===== src/rtl/mfcc_frame_scheduler.sv =====
// Sequences one MFCC analysis frame at a time: waits for enough PCM samples,
// then steps the window-buffer load, Hamming and FFT stages by start/done handshakes.
//
//   state     | meaning
//   ----------+------------------------------------------------------------
//   S_IDLE    | disabled; samples still counted, next frame is a full fill
//   S_FILL    | waiting for credit to reach FRAME_SIZE (first) or FRAME_MOVE
//   S_LOAD    | window buffer loading/shifting, waiting for load_done_i
//   S_HAMMING | Hamming window running, waiting for hamming_done_i
//   S_FFT     | FFT/back-end running, waiting for fft_done_i
module mfcc_frame_scheduler #(
    parameter int FRAME_SIZE     = 306,
    parameter int FRAME_MOVE     = 123,
    parameter int PCM_FIFO_DEPTH = 256,
    parameter int CNT_W          = 10
) (
    input  logic             clk,
    input  logic             rst,
    input  logic             enable_i,
    input  logic             sample_valid_i,
    input  logic             load_done_i,
    input  logic             hamming_done_i,
    input  logic             fft_done_i,
    output logic             load_start_o,
    output logic             hamming_start_o,
    output logic             fft_start_o,
    output logic             first_frame_o,
    output logic             busy_o,
    output logic [CNT_W-1:0] credit_o,
    output logic [15:0]      frame_count_o,
    output logic             overrun_o
);

    typedef enum logic [2:0] {
        S_IDLE,
        S_FILL,
        S_LOAD,
        S_HAMMING,
        S_FFT
    } state_t;

    // A full first fill is streamed into the window buffer while it arrives,
    // so the credit ceiling for that frame is the larger of frame and FIFO size.
    localparam int CEIL_FIRST = (FRAME_SIZE > PCM_FIFO_DEPTH) ? FRAME_SIZE : PCM_FIFO_DEPTH;

    localparam logic [CNT_W-1:0] SIZE_C       = CNT_W'(FRAME_SIZE);
    localparam logic [CNT_W-1:0] MOVE_C       = CNT_W'(FRAME_MOVE);
    localparam logic [CNT_W-1:0] DEPTH_C      = CNT_W'(PCM_FIFO_DEPTH);
    localparam logic [CNT_W-1:0] CEIL_FIRST_C = CNT_W'(CEIL_FIRST);

    state_t           state_q;
    logic [CNT_W-1:0] credit_q, credit_d;
    logic [15:0]      frame_count_q;
    logic             first_frame_q;
    logic             overrun_q;
    logic             load_start_q, hamming_start_q, fft_start_q;

    logic [CNT_W-1:0] need;
    logic [CNT_W-1:0] ceiling;
    logic             take_frame;
    logic             saturate;

    always_comb begin
        need       = first_frame_q ? SIZE_C : MOVE_C;
        ceiling    = first_frame_q ? CEIL_FIRST_C : DEPTH_C;
        take_frame = (state_q == S_FILL) && enable_i && (credit_q >= need);
        saturate   = sample_valid_i && !take_frame && (credit_q >= ceiling);
        credit_d   = credit_q;
        if (take_frame) begin
            credit_d = credit_q - need + CNT_W'(sample_valid_i);
        end else if (!saturate) begin
            credit_d = credit_q + CNT_W'(sample_valid_i);
        end
    end

    always_ff @(posedge clk) begin
        if (rst) begin
            state_q         <= S_IDLE;
            credit_q        <= '0;
            frame_count_q   <= '0;
            first_frame_q   <= 1'b1;
            overrun_q       <= 1'b0;
            load_start_q    <= 1'b0;
            hamming_start_q <= 1'b0;
            fft_start_q     <= 1'b0;
        end else begin
            load_start_q    <= 1'b0;
            hamming_start_q <= 1'b0;
            fft_start_q     <= 1'b0;
            credit_q        <= credit_d;
            if (saturate) begin
                overrun_q <= 1'b1;
            end
            case (state_q)
                S_IDLE: begin
                    if (enable_i) begin
                        state_q <= S_FILL;
                    end
                end
                S_FILL: begin
                    if (!enable_i) begin
                        state_q       <= S_IDLE;
                        first_frame_q <= 1'b1;
                    end else if (take_frame) begin
                        state_q       <= S_LOAD;
                        load_start_q  <= 1'b1;
                        first_frame_q <= 1'b0;
                    end
                end
                S_LOAD: begin
                    if (load_done_i) begin
                        state_q         <= S_HAMMING;
                        hamming_start_q <= 1'b1;
                    end
                end
                S_HAMMING: begin
                    if (hamming_done_i) begin
                        state_q     <= S_FFT;
                        fft_start_q <= 1'b1;
                    end
                end
                S_FFT: begin
                    if (fft_done_i) begin
                        frame_count_q <= frame_count_q + 16'd1;
                        if (enable_i) begin
                            state_q <= S_FILL;
                        end else begin
                            // window contents go stale while idle, so restart with a full fill
                            state_q       <= S_IDLE;
                            first_frame_q <= 1'b1;
                        end
                    end
                end
                default: state_q <= S_IDLE;
            endcase
        end
    end

    assign load_start_o    = load_start_q;
    assign hamming_start_o = hamming_start_q;
    assign fft_start_o     = fft_start_q;
    assign first_frame_o   = first_frame_q;
    assign busy_o          = (state_q == S_LOAD) || (state_q == S_HAMMING) || (state_q == S_FFT);
    assign credit_o        = credit_q;
    assign frame_count_o   = frame_count_q;
    assign overrun_o       = overrun_q;

endmodule


===== config.mk =====
export PLATFORM = sky130hd
export DESIGN_NAME = mfcc_frame_scheduler
export DESIGN_NICKNAME = d
export VERILOG_FILES = /design/src/rtl/mfcc_frame_scheduler.sv
export SDC_FILE = /design/constraint.sdc
export NUM_CORES = 1
export LEC_CHECK = 0
export CAP_MARGIN = 20
export CORE_ASPECT_RATIO = 1.5
export CORE_UTILIZATION = 49
export CTS_BUF_LIST = sky130_fd_sc_hd__clkbuf_8
export CTS_CLUSTER_SIZE = 10
export DETAILED_ROUTE_END_ITERATION = 7
export GPL_ROUTABILITY_DRIVEN = 0
export PLACE_DENSITY = 0.82
export SLEW_MARGIN = 20
export SYNTH_ARGS = -nofsm -noshare
export SYNTH_HDL_FRONTEND = slang
export SYNTH_SLANG_ARGS = --single-unit

===== constraint.sdc =====
create_clock -name clk -period 2.5 [get_ports clk]
set_input_delay 0.75 -clock clk [delete_from_list [all_inputs] [get_ports clk]]
set_output_delay 0.75 -clock clk [all_outputs]
set_load 0.02 [all_outputs]

== Yosys cells after proc, flatten, opt, wreduce, memory -nomap -nowiden ==
Cells that the tools add are included.
Storage, ports and cells
  output and inout bits: 32
  word-level logic and storage cells: 64
  input bits: 7
  bits in registers: 34
Operators by class
  add/sub/neg operators: 4
  bitwise operators: 4
  reductions and logical operators: 15
  multiplexer cells: 20
  equality and inequality tests: 11
  order comparisons: 2
Operators with widths (number)
  adder 10 x 1 -> 10 bit: 2
  greater-or-equal comparator 10 x 9 -> 1 bit: 2
  two-way mux 10 bit: 2
  two-way mux 3 bit: 6
  adder 16 x 1 -> 16 bit (second input constant): 1
  one-hot mux 3 bit (5 select lines): 1
  inequality test 2 bit (second input constant): 6
  subtractor 10 x 9 -> 10 bit: 1
  two-way mux 9 bit: 1
  two-way mux 1 bit: 8
  == test 3 x 2 -> 1 bit (second input constant): 2
  two-way mux 6 bit: 1
  AND reduction 5 bit: 1
  logical AND 1 bit: 4
  NOT 1 bit: 4
  AND reduction 4 bit: 1
  OR reduction 2 bit: 2
  == test 3 x 1 -> 1 bit (second input constant): 1
  == test 3 bit (second input constant): 1
  logical NOT 3 bit: 1
  inequality test 3 bit (second input constant): 1
  OR reduction 3 bit: 1
  logical OR 1 bit: 2
  one-hot mux 1 bit (2 select lines): 1
  other kinds (3): 3

== Longest topological paths before layout ==
  depth after elaboration: 8
  mapped depth: 12
  gate-level depth less buffers: 12

== Worst setup path before layout ==
Ideal clock, no wire load.
  path kind: reg2reg
  start point: register first_frame_q (netlist: first_frame_o)
  end point: register credit_q[6] (netlist: credit_o[6])
  required time: 2.414 ns
  period minus slack after synthesis: 2.543 ns
  path buffers: 0
  slack: -0.043 ns
  arrival: 2.457 ns
  setup time: 0.086 ns
  stages on the path, launching flop included: 13
  path through: dfxtp_1 inv_1 ha_1 inv_1 ha_1 inv_1 fa_1 nor2b_1 o21ai_0 a21boi_0 xnor2_1 nor2b_1 a211oi_1
Between the ends
  word-level cells in the longest chain between the ends: 7
  elaborated cells on any way between the ends: 12
  classes of those cells: 2 x add/sub; 2 x order compare; 1 x eq/ne; 3 x mux; 4 x reduce/logical
RTL lines
  from (decl): RTL line 54  | logic first_frame_q;
  from (signal assigned): RTL line 81  | first_frame_q <= 1'b1;
  from (signal assigned): RTL line 103  | first_frame_q <= 1'b1;
  from (signal assigned): RTL line 107  | first_frame_q <= 1'b0;
  branches (longest 7 deep; another with subtractor 10 x 9 -> 10 bit)
  to (signal assigned): RTL line 90  | credit_q <= credit_d;
  to (decl): RTL line 52  | logic [CNT_W-1:0] credit_q, credit_d;
Several ways; the timed one is not identified.
A chain may end at the register's enable or synchronous reset.

== Worst setup path after layout ==
  start point: register state_q[0]
  end point: output busy_o
Between the ends
  word-level cells in the longest chain between the ends: 3
  elaborated cells on any way between the ends: 5
  classes of those cells: 3 x eq/ne; 2 x reduce/logical
RTL lines
  from (decl): RTL line 51  | state_t state_q;
  from (signal assigned): RTL line 78  | state_q <= S_IDLE;
  from (signal assigned): RTL line 97  | state_q <= S_FILL;
  from (signal assigned): RTL line 102  | state_q <= S_IDLE;
  == test 3 x 2 -> 1 bit: RTL line 143  | assign busy_o = (state_q == S_LOAD) || (state_q == S_HAMMING) || (state_q == S_FFT);
  logical OR 1 bit: RTL line 143
  logical OR 1 bit *: RTL line 143
  to (decl): RTL line 28  | output logic busy_o,
Mark *: on every way between the ends. The rest lies on a longest branch, timed or not.

==> impl_metrics.json <==
{
  "area_delta_synth_final_pct": 31.30,
  "ctsLongestPathBuffers": 2,
  "worstPathMaxFanout": 8,
  "die_x_um": 56.14,
  "dp.cells": 351,
  "portBuffers": 38,
  "seqPwrFrac": 0.506,
  "initial_core_util": 0.5119,
  "cap_viol_max_count": 0,
  "antenna_found_initial": 0,
  "yosys-mux-area-fraction": 0.02381,
  "numCtsBuffers": 5,
  "ys.flop_type": "dfxtp_1",
  "yosys.area_share.xor_xnor": 0.08537,
  "final_area_sq_mm": 0.002829,
  "r2r-end": "credit_o[5]$_SDFFE_PP0P_",
  "p_int_w": 0.0008165,
  "overflow": 0,
  "vias_per_cell": 5.594,
  "cts.sinks": 34,
  "vias": 2014,
  "diodes": 0,
  "avgSynthCellArea_sq_um": 8.384,
  "synth_area_sq_mm": 0.002155,
  "tritoncts": "built",
  "grt_pass1_wl_mm": 8.418,
  "r2r_start": "first_frame_o$_SDFFE_PP1P_",
  "ys_top_cells_by_area": "dfxtp_1, ha_1, nor2_1",
  "cp-end-kind": "primary output",
  "slew_headroom": 0.5835,
  "synthAdderAreaFrac": 0.1347,
  "first_global_vias": 1976,
  "synth_top_area_cell": "dfxtp_1",
  "clk_latency_ns": 0.29,
  "cts_root_buf": "clkbuf_8",
  "outcome": "finished, final reports clean",
  "postRouteAntennaNets": 0,
  "wirelength_mm": 5.107,
  "rrSetupSlack_ns": 0.13,
  "yosys_warnings": 0,
  "core_sq_mm": 0.004209,
  "hold_end": "overrun_o$_SDFFE_PP0P_",
  "clk_pin_slew_ns": 0.08,
  "hold_start": "overrun_o$_SDFFE_PP0P_",
  "critPathLaunchType": "register",
  "holdPathStages": 2,
  "rows": 29,
  "fin_nets": 342,
  "p_sw_frac": 0.2567,
  "synth-simple-area-share": 0.2491,
  "synth_fp_nets": 286,
  "post-route-drc-count": 0,
  "synth_top_family_by_area": "simple AND/OR/NAND/NOR gates",
  "ys_types": 45,
  "io_pins": 39,
  "power_density_mw_per_mm2": 388.3,
  "synth_top_area_share": 0.3159,
  "fin_ws_ns": 0.1232,
  "final.min_clock_period_ns": 2.377,
  "combPwrFrac": 0.096,
  "crit_required_ns": 1.75,
  "min_period_over_period": 0.9507,
  "fin_skew_ns": 0.005040,
  "final_cells": 360,
  "p_sw_w": 0.0002819,
  "synth_compound_area_frac": 0.1405,
  "die_h_um": 83.22,
  "hold_path_class": "register to register",
  "worst_pin_slew_ns": 0.6228,
  "ys_ff_latch": 34,
  "setup_viol_count_final": 0,
  "timing.fmax_ghz": 0.4207,
  "grt_max_degree": 16,
  "place_ws_ns": -0.3904,
  "critPathKind": "register to primary output",
  "holdBufCountCts": 0,
  "dpl-instance-area_sq_mm": 0.002691,
  "final_max_slew_viol_count": 0,
  "dieArea_sq_mm": 0.004672,
  "p_clk_frac": 0.398,
  "htree_num_levels": 2,
  "ir_drop_uv": 340.8,
  "r2r_cells": 8,
  "synth_cells": 257,
  "drt_iter0_drc": 34,
  "grtUsageTotal": 0.2235,
  "synth-async-reset-ratio": 0,
  "ys_seq_area_frac": 0.3159,
  "synth_edf_count": 0,
  "wl_per_cell_um": 14.19,
  "drive_above_1_share": 0.1465,
  "hold_violations": 0,
  "leakage_nw": 1.131,
  "cp.arrival_ns": 1.63,
  "drtPass1Iterations": 4,
  "dp_hpwl_mm": 3.880
}
-- logic make-up after synthesis --
group	after synthesis
fa+ha+maj	22
flops	34
compound gates	46
buf+inv	27
simple gates	102
xor+xnor	21
mux	5
-- layout make-up --
class / count / area [sq um]
tap: 46 / 57.56
timing repair buffer: 57 / 525.5
clock inverter: 2 / 12.51
multi-input combinational: 196 / 1398
fill: 345 / 1380
sequential: 34 / 681.9
clock buffer: 6 / 82.58
inverter: 19 / 71.32
-- worst max-delay path, cell delays in order (launching register included) --
cell	delay, ns
dfxtp_1	0.39
nor2_1	0.20
nand2_1	0.08
nand2_1	0.08
clkdlybuf4s50_1	0.59
-- synthesized netlist by cell type (all sizes together), types with 2 or more instances --
master	instances
nand4	6
xor2	11
and3	3
o21ai	11
inv	19
nor3	6
dfxtp	34
nor2b	5
a21oi	17
nand2	18
clkbuf	4
a311oi	3
a211oi	6
ha	20
nand2b	5
xnor2	10
buf	4
or3	6
mux2i	4
nand3	15
nor2	29
a21o	2
fa	2
nand3b	2
-- stage by stage --
step	power (W)	TNS, ns	util	hold slack, ns
final	0.001098	0	0.6721	0.4693
after CTS	0.001096	0	0.6620	0.4765
after detailed placement	0.0006684	-1.040	0.6394	0.4575
after global placement	0.0006643	-0.7819	0.6394	0.4532
after global routing	0.001133	-0.004633	0.6721	0.5128
after floorplan	0.0006254	0	-	0.4950
-- flip-flops by register name (all words and copies together), names as in the netlist --
| name | cells |
|---|---|
| state_q | 3 |
| first_frame_o | 1 |
| fft_start_o | 1 |
| hamming_start_o | 1 |
| credit_o | 10 |
| load_start_o | 1 |
| frame_count_o | 16 |
| overrun_o | 1 |
-- worst max-delay path by stage --
stage / start / end / slack, ns / cells after the start
after floorplan: first_frame_o$_SDFFE_PP1P_ / credit_o[6]$_SDFFE_PP0P_ / 0.11 / 12
after global placement: sample_valid_i / credit_o[6]$_SDFFE_PP0P_ / -0.28 / 10
after detailed placement: sample_valid_i / credit_o[6]$_SDFFE_PP0P_ / -0.39 / 10
after CTS: sample_valid_i / credit_o[6]$_SDFFE_PP0P_ / 0.03 / 10
after global routing: first_frame_o$_SDFFE_PP1P_ / credit_o[6]$_SDFFE_PP0P_ / -0.005 / 12
final: state_q[0]$_SDFFE_PP0P_ / busy_o / 0.12 / 4
-- power by group through the flow --
stage	clock network, W	registers (W)	logic [W]
4_1_cts	0.000439	0.000555	0.000101
2_1_floorplan	0	0.000570	0.0000552
3_5_place_dp	0	0.000568	0.000100
5_1_grt	0.000461	0.000556	0.000115
6_report	0.000437	0.000556	0.000105
3_3_place_gp	0	0.000568	0.0000964
-- layout by cell type, fill, tap and decap left out, types with 3 or more instances in the layout --
cell type | netlist | final
clkdlybuf4s50_1 | 0 | 37
dfxtp_1 | 34 | 33
nor2_1 | 28 | 28
inv_1 | 19 | 19
ha_1 | 20 | 19
buf_4 | 1 | 19
nand2_1 | 18 | 18
a21oi_1 | 16 | 16
nand3_1 | 15 | 14
xor2_1 | 11 | 11
xnor2_1 | 10 | 10
o21ai_0 | 11 | 10
or3_1 | 6 | 6
clkbuf_8 | 0 | 6
nand2b_1 | 5 | 5
nand4_1 | 5 | 5
nor3_1 | 4 | 4
mux2i_1 | 4 | 4
a211oi_1 | 6 | 4
and3_1 | 3 | 3
nor2b_1 | 5 | 3
a311oi_1 | 3 | 3
-- per-layer routing --
layer  vias up  global-route usage  part of all wire
li1       1005                   -                 -
met1       946              0.2427              0.40
met2        51              0.4091              0.53
met3        12             0.03583             0.038
met4         0              0.1086             0.029
met5         -                   0                 0
-- timing repair --
item                       in CTS  in global routing
pin swaps                       1                  3
setup endpoints to repair       1                 10
hold endpoints to repair        0                  0
gates resized for setup         2                 10
buffers inserted                0                  1
(Power assumes the default switching activity.)
